==> src/rtl/risc_pkg.sv <==
// Shared ISA constants, sequencer state encodings and the strobe bundle type.
// Used by the sequencer, the ALU and the IR decode.
package risc_pkg;

  localparam int OP_W    = 3;
  localparam int STATE_W = 3;

  typedef enum logic [2:0] {
    HLT  = 3'd0,
    SKZ  = 3'd1,
    ADD  = 3'd2,
    ANDD = 3'd3,
    XORR = 3'd4,
    LDA  = 3'd5,
    STO  = 3'd6,
    JMP  = 3'd7
  } opcode_e;

  typedef enum logic [2:0] {
    S0 = 3'd0, S1 = 3'd1, S2 = 3'd2, S3 = 3'd3,
    S4 = 3'd4, S5 = 3'd5, S6 = 3'd6, S7 = 3'd7
  } state_e;

  typedef struct packed {
    logic inc_pc;
    logic load_pc;
    logic load_ir;
    logic rd;
    logic wr;
    logic datactl_ena;
    logic load_acc;
    logic halt;
  } strb_t;

  // Opcodes that read a memory operand and load the accumulator
  function automatic logic is_acc_op(input logic [2:0] op);
    return (op == ADD) || (op == ANDD) || (op == XORR) || (op == LDA);
  endfunction

endpackage

==> src/rtl/risc_seq_decode.sv <==
// Strobe decode: maps the state about to be entered, the opcode and the skip flag to its strobes.
// Latency: combinational. Backpressure: none.
module risc_seq_decode
  import risc_pkg::*;
(
  input  logic [2:0] state,
  input  logic [2:0] opcode,
  input  logic       skip,
  output strb_t      strb
);

  always_comb begin
    strb = '0;
    case (state)
      S0: begin
        strb.rd      = 1'b1;
        strb.load_ir = 1'b1;
      end
      S1: begin
        strb.rd      = 1'b1;
        strb.load_ir = 1'b1;
        strb.inc_pc  = 1'b1;
      end
      S3: strb.halt = (opcode == HLT);
      S4: begin
        strb.rd          = is_acc_op(opcode);
        strb.datactl_ena = (opcode == STO);
        strb.load_pc     = (opcode == JMP);
        strb.inc_pc      = (opcode == SKZ) && skip;
      end
      S5: begin
        strb.rd          = is_acc_op(opcode);
        strb.load_acc    = is_acc_op(opcode);
        strb.datactl_ena = (opcode == STO);
        strb.wr          = (opcode == STO);
        strb.inc_pc      = (opcode == SKZ) && skip;
      end
      // Bus driver held one cycle past wr so the memory sees stable data at write end
      S6: strb.datactl_ena = (opcode == STO);
      default: strb = '0;
    endcase
  end

endmodule

==> src/rtl/risc_sequencer.sv <==
// Eight-state fetch/decode/execute controller; optional SEQ_SINGLE_STEP_EN adds a step input gating S7->S0.
// Latency: strobes are registered on the edge entering a state. Backpressure: ena=0 aborts to S0, HLT/step stall.
module risc_sequencer
  import risc_pkg::*;
#(
  parameter int OP_W    = 3,
  parameter int STATE_W = 3
) (
  input  logic               clk,
  input  logic               rst,
  input  logic               ena,
  input  logic [OP_W-1:0]    opcode,
  input  logic               zero,
`ifdef SEQ_SINGLE_STEP_EN
  input  logic               step,
`endif
  output logic               inc_pc,
  output logic               load_pc,
  output logic               load_ir,
  output logic               rd,
  output logic               wr,
  output logic               datactl_ena,
  output logic               load_acc,
  output logic               halt,
  output logic [STATE_W-1:0] state
);

  logic [STATE_W-1:0] st, st_nxt;
  logic               skip, skip_nxt;
  logic               adv;
  strb_t              strb_d, strb_q;

  always_comb begin
    adv      = 1'b1;
    st_nxt   = st;
    skip_nxt = skip;
    if (st == S3 && opcode == HLT) adv = 1'b0;
`ifdef SEQ_SINGLE_STEP_EN
    if (st == S7 && !step) adv = 1'b0;
`endif
    if (adv) begin
      st_nxt = st + 3'd1;
      if (st == S3) skip_nxt = zero;
    end
  end

  // Decode looks at the next state so the registered strobes line up with the state they belong to
  risc_seq_decode u_decode (
    .state  (st_nxt),
    .opcode (opcode),
    .skip   (skip_nxt),
    .strb   (strb_d)
  );

  always_ff @(posedge clk or negedge rst) begin
    if (!rst) begin
      st     <= S0;
      skip   <= 1'b0;
      strb_q <= '0;
    end else if (!ena) begin
      st     <= S0;
      skip   <= 1'b0;
      strb_q <= '0;
    end else begin
      st     <= st_nxt;
      skip   <= skip_nxt;
      strb_q <= strb_d;
    end
  end

  assign inc_pc      = strb_q.inc_pc;
  assign load_pc     = strb_q.load_pc;
  assign load_ir     = strb_q.load_ir;
  assign rd          = strb_q.rd;
  assign wr          = strb_q.wr;
  assign datactl_ena = strb_q.datactl_ena;
  assign load_acc    = strb_q.load_acc;
  assign halt        = strb_q.halt;
  assign state       = st;

endmodule

==> config.mk <==
export PLATFORM = sky130hd
export DESIGN_NAME = risc_sequencer
export DESIGN_NICKNAME = d
export VERILOG_FILES = /design/src/rtl/risc_pkg.sv /design/src/rtl/risc_seq_decode.sv /design/src/rtl/risc_sequencer.sv
export SDC_FILE = /design/constraint.sdc
export NUM_CORES = 1
export LEC_CHECK = 0
export ABC_AREA = 1
export ABC_CLOCK_PERIOD_IN_PS = 1470
export CAP_MARGIN = 20
export CORE_UTILIZATION = 35
export DETAILED_ROUTE_END_ITERATION = 8
export PLACE_DENSITY = 0.73
export SLEW_MARGIN = 25
export SYNTH_ARGS = -nofsm -noshare
export SYNTH_HDL_FRONTEND = slang
export SYNTH_SLANG_ARGS = --single-unit
==> constraint.sdc <==
create_clock -name clk -period 1.47 [get_ports clk]
set_input_delay 0.294 -clock clk [delete_from_list [all_inputs] [get_ports clk]]
set_output_delay 0.294 -clock clk [all_outputs]
set_load 0.005 [all_outputs]
# Yosys cells after proc, flatten, opt, wreduce, memory -nomap -nowiden
# Cells that the tools add are included.
[word_totals]
out_inout_bits = 11
ram_bits = 0
latchBits = 0
reg_bits = 12
mem_bits_ro = 0
memories = 0
word_cells = 48
input_bits = 7
[op_classes]
bitwise = 0
n_mux = 14
n_reduce_logical = 10
shift = 0
n_eq_ne = 13
magnitude_cmp = 0
n_addsub = 1
n_div = 0
n_mul = 0
[op_table]
columns = ["cell", "count"]
rows = [
  ["$eq A3 B3 Y1 const B", 7],
  ["$eq A3 B2 Y1 const B", 4],
  ["$mux W1", 9],
  ["$mux W8", 1],
  ["$eq A3 B1 Y1 const B", 2],
  ["$logic_not A3 Y1", 2],
  ["$mux W3", 2],
  ["$pmux W1 S2", 2],
  ["$reduce_or A2 Y1", 2],
  ["$add A3 B1 Y3 const B", 1],
  ["$logic_or A1 B1 Y1", 3],
  ["$reduce_or A3 Y1", 1],
  ["$logic_and A1 B1 Y1", 2],
]

# Longest topological paths before layout
[logic_depth]
ltp_word = 7
depth_mapped = 10
mapped_depth_nobuf = 9

# By module
# A second synthesis with hierarchy kept.
[hier_totals]
cells_unflattened = 88
hier_area_um2 = 649.4
[modules_own_cells]
columns = ["module", "cells_each", "seq_area_each_um2", "n_inst", "area_per_inst_um2"]
rows = [
  ["risc_sequencer", 57, 300.3, 1, 516.7],
  ["risc_seq_decode", 31, 0.0, 1, 132.6],
]

# Worst setup path after synthesis
# OpenSTA, ideal clock, no wires.
[synth_path]
path_type = "register to register"
start = "reg st[0] (netlist: state[0])"
end = "reg strb_q (netlist bit load_acc)"
path_slack_ns = 0.008
stages_incl_launch_ff = 9
period_less_slack_ns = 1.462
setup_ns = 0.086
n_path_buf = 1
arrival_time_ns = 1.376
cell_sequence = "dfrtp_1 ha_1 ha_1 buf_2 nand3_4 nand2_1 nand2_1 nand2_2 nor3_1"
[synth_between]
elab_chain_cells = 6
word_cells_on_any_way = 7
classes_between = "1 x add/sub; 2 x eq/ne; 3 x mux; 1 x reduce/logical"
[synth_rtl]
columns = ["item", "line", "text"]
rows = [
  ["start, declared", "risc_sequencer.sv:28", "logic [STATE_W-1:0] st, st_nxt;"],
  ["start signal, assigned", "risc_sequencer.sv:65", "st <= st_nxt;"],
  ["parallel branches: the longest is 2 deep, another holds $add A3 B1 Y3", "n/a", ""],
  ["$mux W3 *", "risc_sequencer.sv:41", "if (adv) begin"],
  ["$eq A3 B3 Y1 *", "risc_seq_decode.sv:14", "case (state)"],
  ["$mux W1 *", "risc_seq_decode.sv:14", ""],
  ["$mux W8 *", "risc_sequencer.sv:60", "end else if (!ena) begin"],
  ["end signal, assigned", "risc_sequencer.sv:67", "strb_q <= strb_d;"],
  ["end, declared", "risc_sequencer.sv:31", "strb_t strb_d, strb_q;"],
]
# Mark *: on every way between the ends.

# Worst setup path after layout
[layout_path]
start = "reg st[0] (netlist: state[0])"
end = "reg strb_q (netlist bit inc_pc)"
[layout_between]
elab_chain_cells = 7
word_cells_on_any_way = 13
classes_between = "1 x add/sub; 4 x eq/ne; 5 x mux; 3 x reduce/logical"
[layout_rtl]
columns = ["item", "line"]
rows = [
  ["parallel branches: the longest is 5 deep, another holds $add A3 B1 Y3", "n/a"],
  ["$pmux W1 S2 *", "risc_seq_decode.sv:14"],
  ["$mux W8 *", "risc_sequencer.sv:60"],
]
# Marks and branches as above.

==> flow_metrics.py <==
metrics = {
    "route": {
        "antenna_left": 0,
        "drt-initial-drc-count": 11,
        "avgViaCountPerCell": 4.60,
        "drt-total-wl_um": 1580,
        "num_vias": 630,
        "firstDrtPassIters": 2,
        "wl_per_cell_um": 11.5,
        "drc": 0,
    },
    "floorplanning": {
        "fp.dieH_um": 45.9,
        "core_um2": 1760,
        "die_w_um": 45.9,
        "initial_core_util_pct": 38.2,
        "num_rows": 15,
        "top_level_ports": 18,
        "dieArea_um2": 2100,
    },
    "synthesis": {
        "synth_warnings": 0,
        "synth_area_um2": 673,
        "yosys-top-cells-area": "dfrtp_1 45%, inv_1 7.2%, nand2_1 7.2%, nand4_1 6.5%, nand2_2 5.6%",
        "synth_seq_cells": 12,
        "postSynthCellCount": 80,
        "ys_seq_area_share_pct": 44.6,
        "synth_cell_type_count": 19,
        "synthesis.nets": 89,
        "synth_area_leader_cell": "dfrtp_1",
        "synth_top_area_share_pct": 44.6,
        "syn_area_per_cell_um2": 8.41,
    },
    "grt": {
        "track_usage_pct": 16.7,
        "grt_max_degree": 13,
        "antenna_found_initial": 0,
        "grt_pass1_vias": 570,
        "grt_pass1_wl_um": 2370,
        "overflow": 0,
    },
    "clock_tree": {
        "numCtsBuffers": 3,
        "cts_tree": "done",
        "post_cts_buffers": 0,
        "cts.sinks": 12,
        "hold_buffers": 0,
        "htreeDepth": 1,
        "clk_latency_ns": 0.29,
        "clkTransAtPathRegs_ns": 0.09,
        "cts_root_buf": "clkbuf_4",
        "ctsLongestPathBuffers": 2,
    },
    "timing": {
        "slew_viol_final": 0,
        "period_needed_ns": 1.42,
        "rsz0062_at_grt": "true",
        "setup_violations": 0,
        "fin_crit_sh_pct": 96.5,
        "worst_slew_pin_slew_ns": 0.241,
        "slew_headroom_pct": 83.8,
        "fmax_ghz": 0.705,
        "hold-worst-slack_ns": 0.286,
        "hold_viol": 0,
        "clock-skew-final_ns": 0.00917,
        "fin_ws_ns": 0.0517,
    },
    "setup_path": {
        "cp_cell_sequence": "ha_2 > ha_4 > o21ai_0 > nand2_1 > nand3_1 > nand2_1 > inv_1 > nor2_1",
        "arrival_ns": 1.60,
        "critPathKind": "flop to flop",
        "cp_max_fo": 9,
        "worstSetupStartpointType": "flop",
        "path_buf_inv": 1,
        "crit_slowest_cell": "dfrtp_1",
        "cp-end-kind": "flop",
        "cp_common_cell": "nand2_1",
        "crit_family": "flip-flops",
        "crit_path_max_incr_delay_ns": 0.40,
        "cp.required_ns": 1.65,
    },
    "hold_path": {
        "hold_path.class": "input pin to asynchronous set/reset pin",
    },
    "placement": {
        "place_hpwl_um": 1170,
        "io_buffer_count": 17,
        "place_area_um2": 960,
        "gp_congestion": 0.862,
        "pre_cts_slack_ns": -0.188,
    },
    "finish": {
        "fillers": 178,
        "fin_util_pct": 57.5,
        "syn_to_final_growth_pct": 50.7,
        "fin_area_um2": 1010,
        "drive_gt1_share_pct": 30.4,
        "finalNetCount": 122,
        "antenna_cells": 0,
    },
    "pwr": {
        "powerDensity_nw_per_um2": 885,
        "leakage_nw": 0.496,
        "irDropWorstVdd_mv": 0.538,
        "total_power_mw": 0.898,
    },
    "run_status": {
        "outcome": "complete, no violations",
    },
    "run": {
        "cap_violations": 0,
    },
}
[cells in the mapped netlist]
cell / n
a21oi_1: 1
buf_2: 1
dfrtp_1: 12
ha_1: 2
inv_1: 13
inv_2: 2
nand2_1: 13
nand2_2: 6
nand2_4: 1
nand3_1: 2
nand3_2: 1
nand3_4: 1
nand4_1: 7
nor2_1: 9
nor2_2: 1
nor2_4: 3
nor3_1: 3
o21ai_0: 1
xnor2_1: 1
[state kept, by name, summed over array words and instances, names as in the netlist]
signal	cells
datactl_ena	1
rd	1
wr	1
skip	1
inc_pc	1
load_acc	1
load_pc	1
load_ir	1
halt	1
state	3
[final timing paths]
| path | start | to | slack, ns | cells after the start |
|---|---|---|---|---|
| max | state[0] | inc_pc | 0.05 | 8 |
| min | rst | skip | 0.29 | 2 |
| max reg2reg | state[0] | inc_pc | 0.05 | 8 |
| min reg2reg | skip | skip | 0.67 | 4 |
| max in group asynchronous | rst | load_ir | 1.02 | 2 |
| min in group clk | skip | skip | 0.67 | 4 |
[cell usage in the layout (no fill, tap or decap)]
master,n
nand2_1,12
inv_2,2
nand2_2,6
o21ai_0,1
nand3_1,2
clkbuf_4,3
nor3_1,3
xnor2_1,1
ha_4,1
nand2_4,2
nand3_4,1
clkbuf_8,1
inv_1,13
clkdlybuf4s50_1,14
dfrtp_1,12
a21oi_1,1
nor2_2,1
nand4_1,7
buf_4,12
ha_2,1
dlygate4sd2_1,3
nand3_2,1
nor2_1,9
nor2_4,3
[cell type report]
class	count	area, um2	share of cell area [%]
inverter	15	56.3	5.55
sequential	12	300	29.6
tap	25	31.3	3.08
clock buffer	4	36.3	3.58
timing repair buffer	29	256	25.3
multi-input combinational	52	334	32.9
[where the power goes]
group	switching [mW]	total, mW	internal [mW]
clock	0.130	0.281	0.151
sequential	0.00824	0.360	0.352
combinational	0.133	0.256	0.123
total	0.271	0.898	0.627
[per-layer routing]
layer / track usage (%) / part of all wire (%) / vias up
li1: - / - / 316
met1: 19.4 / 44 / 296
met2: 26.5 / 50 / 13
met3: 4.76 / 3.3 / 5
met4: 10.6 / 2.7 / 0
met5: 0 / 0 / -
[timing repair]
item / in CTS / in global routing
pin swaps: 0 / 0
resized for setup: 4 / 4
endpoints found under the setup margin: 13 / 9
[cell families (layout without fill, tap and decap cells)]
| family | Yosys count | count (layout) | synth area share (%) |
|---|---|---|---|
| compound gates | 2 | 2 | 1.49 |
| xor+xnor | 1 | 1 | 1.30 |
| fa+ha+maj | 2 | 2 | 3.72 |
| buf+inv | 16 | 48 | 9.11 |
| flops | 12 | 12 | 44.6 |
| simple gates | 47 | 47 | 39.8 |
[through the flow]
step	std cells	setup TNS [ns]
final	137	0
after global routing	137	-0.0911
after CTS	137	0
after detailed placement	133	-1.59
after global placement	133	-1.03
after floorplan	80	0
[worst register-to-register path: cells and delay by family (launching register included)]
kind	cells	cell delay (ns)
flops	1	0.40
compound gates	1	0.19
buf+inv	1	0.05
fa+ha+maj	2	0.40
simple gates	4	0.26
(Power assumes the default switching activity.)
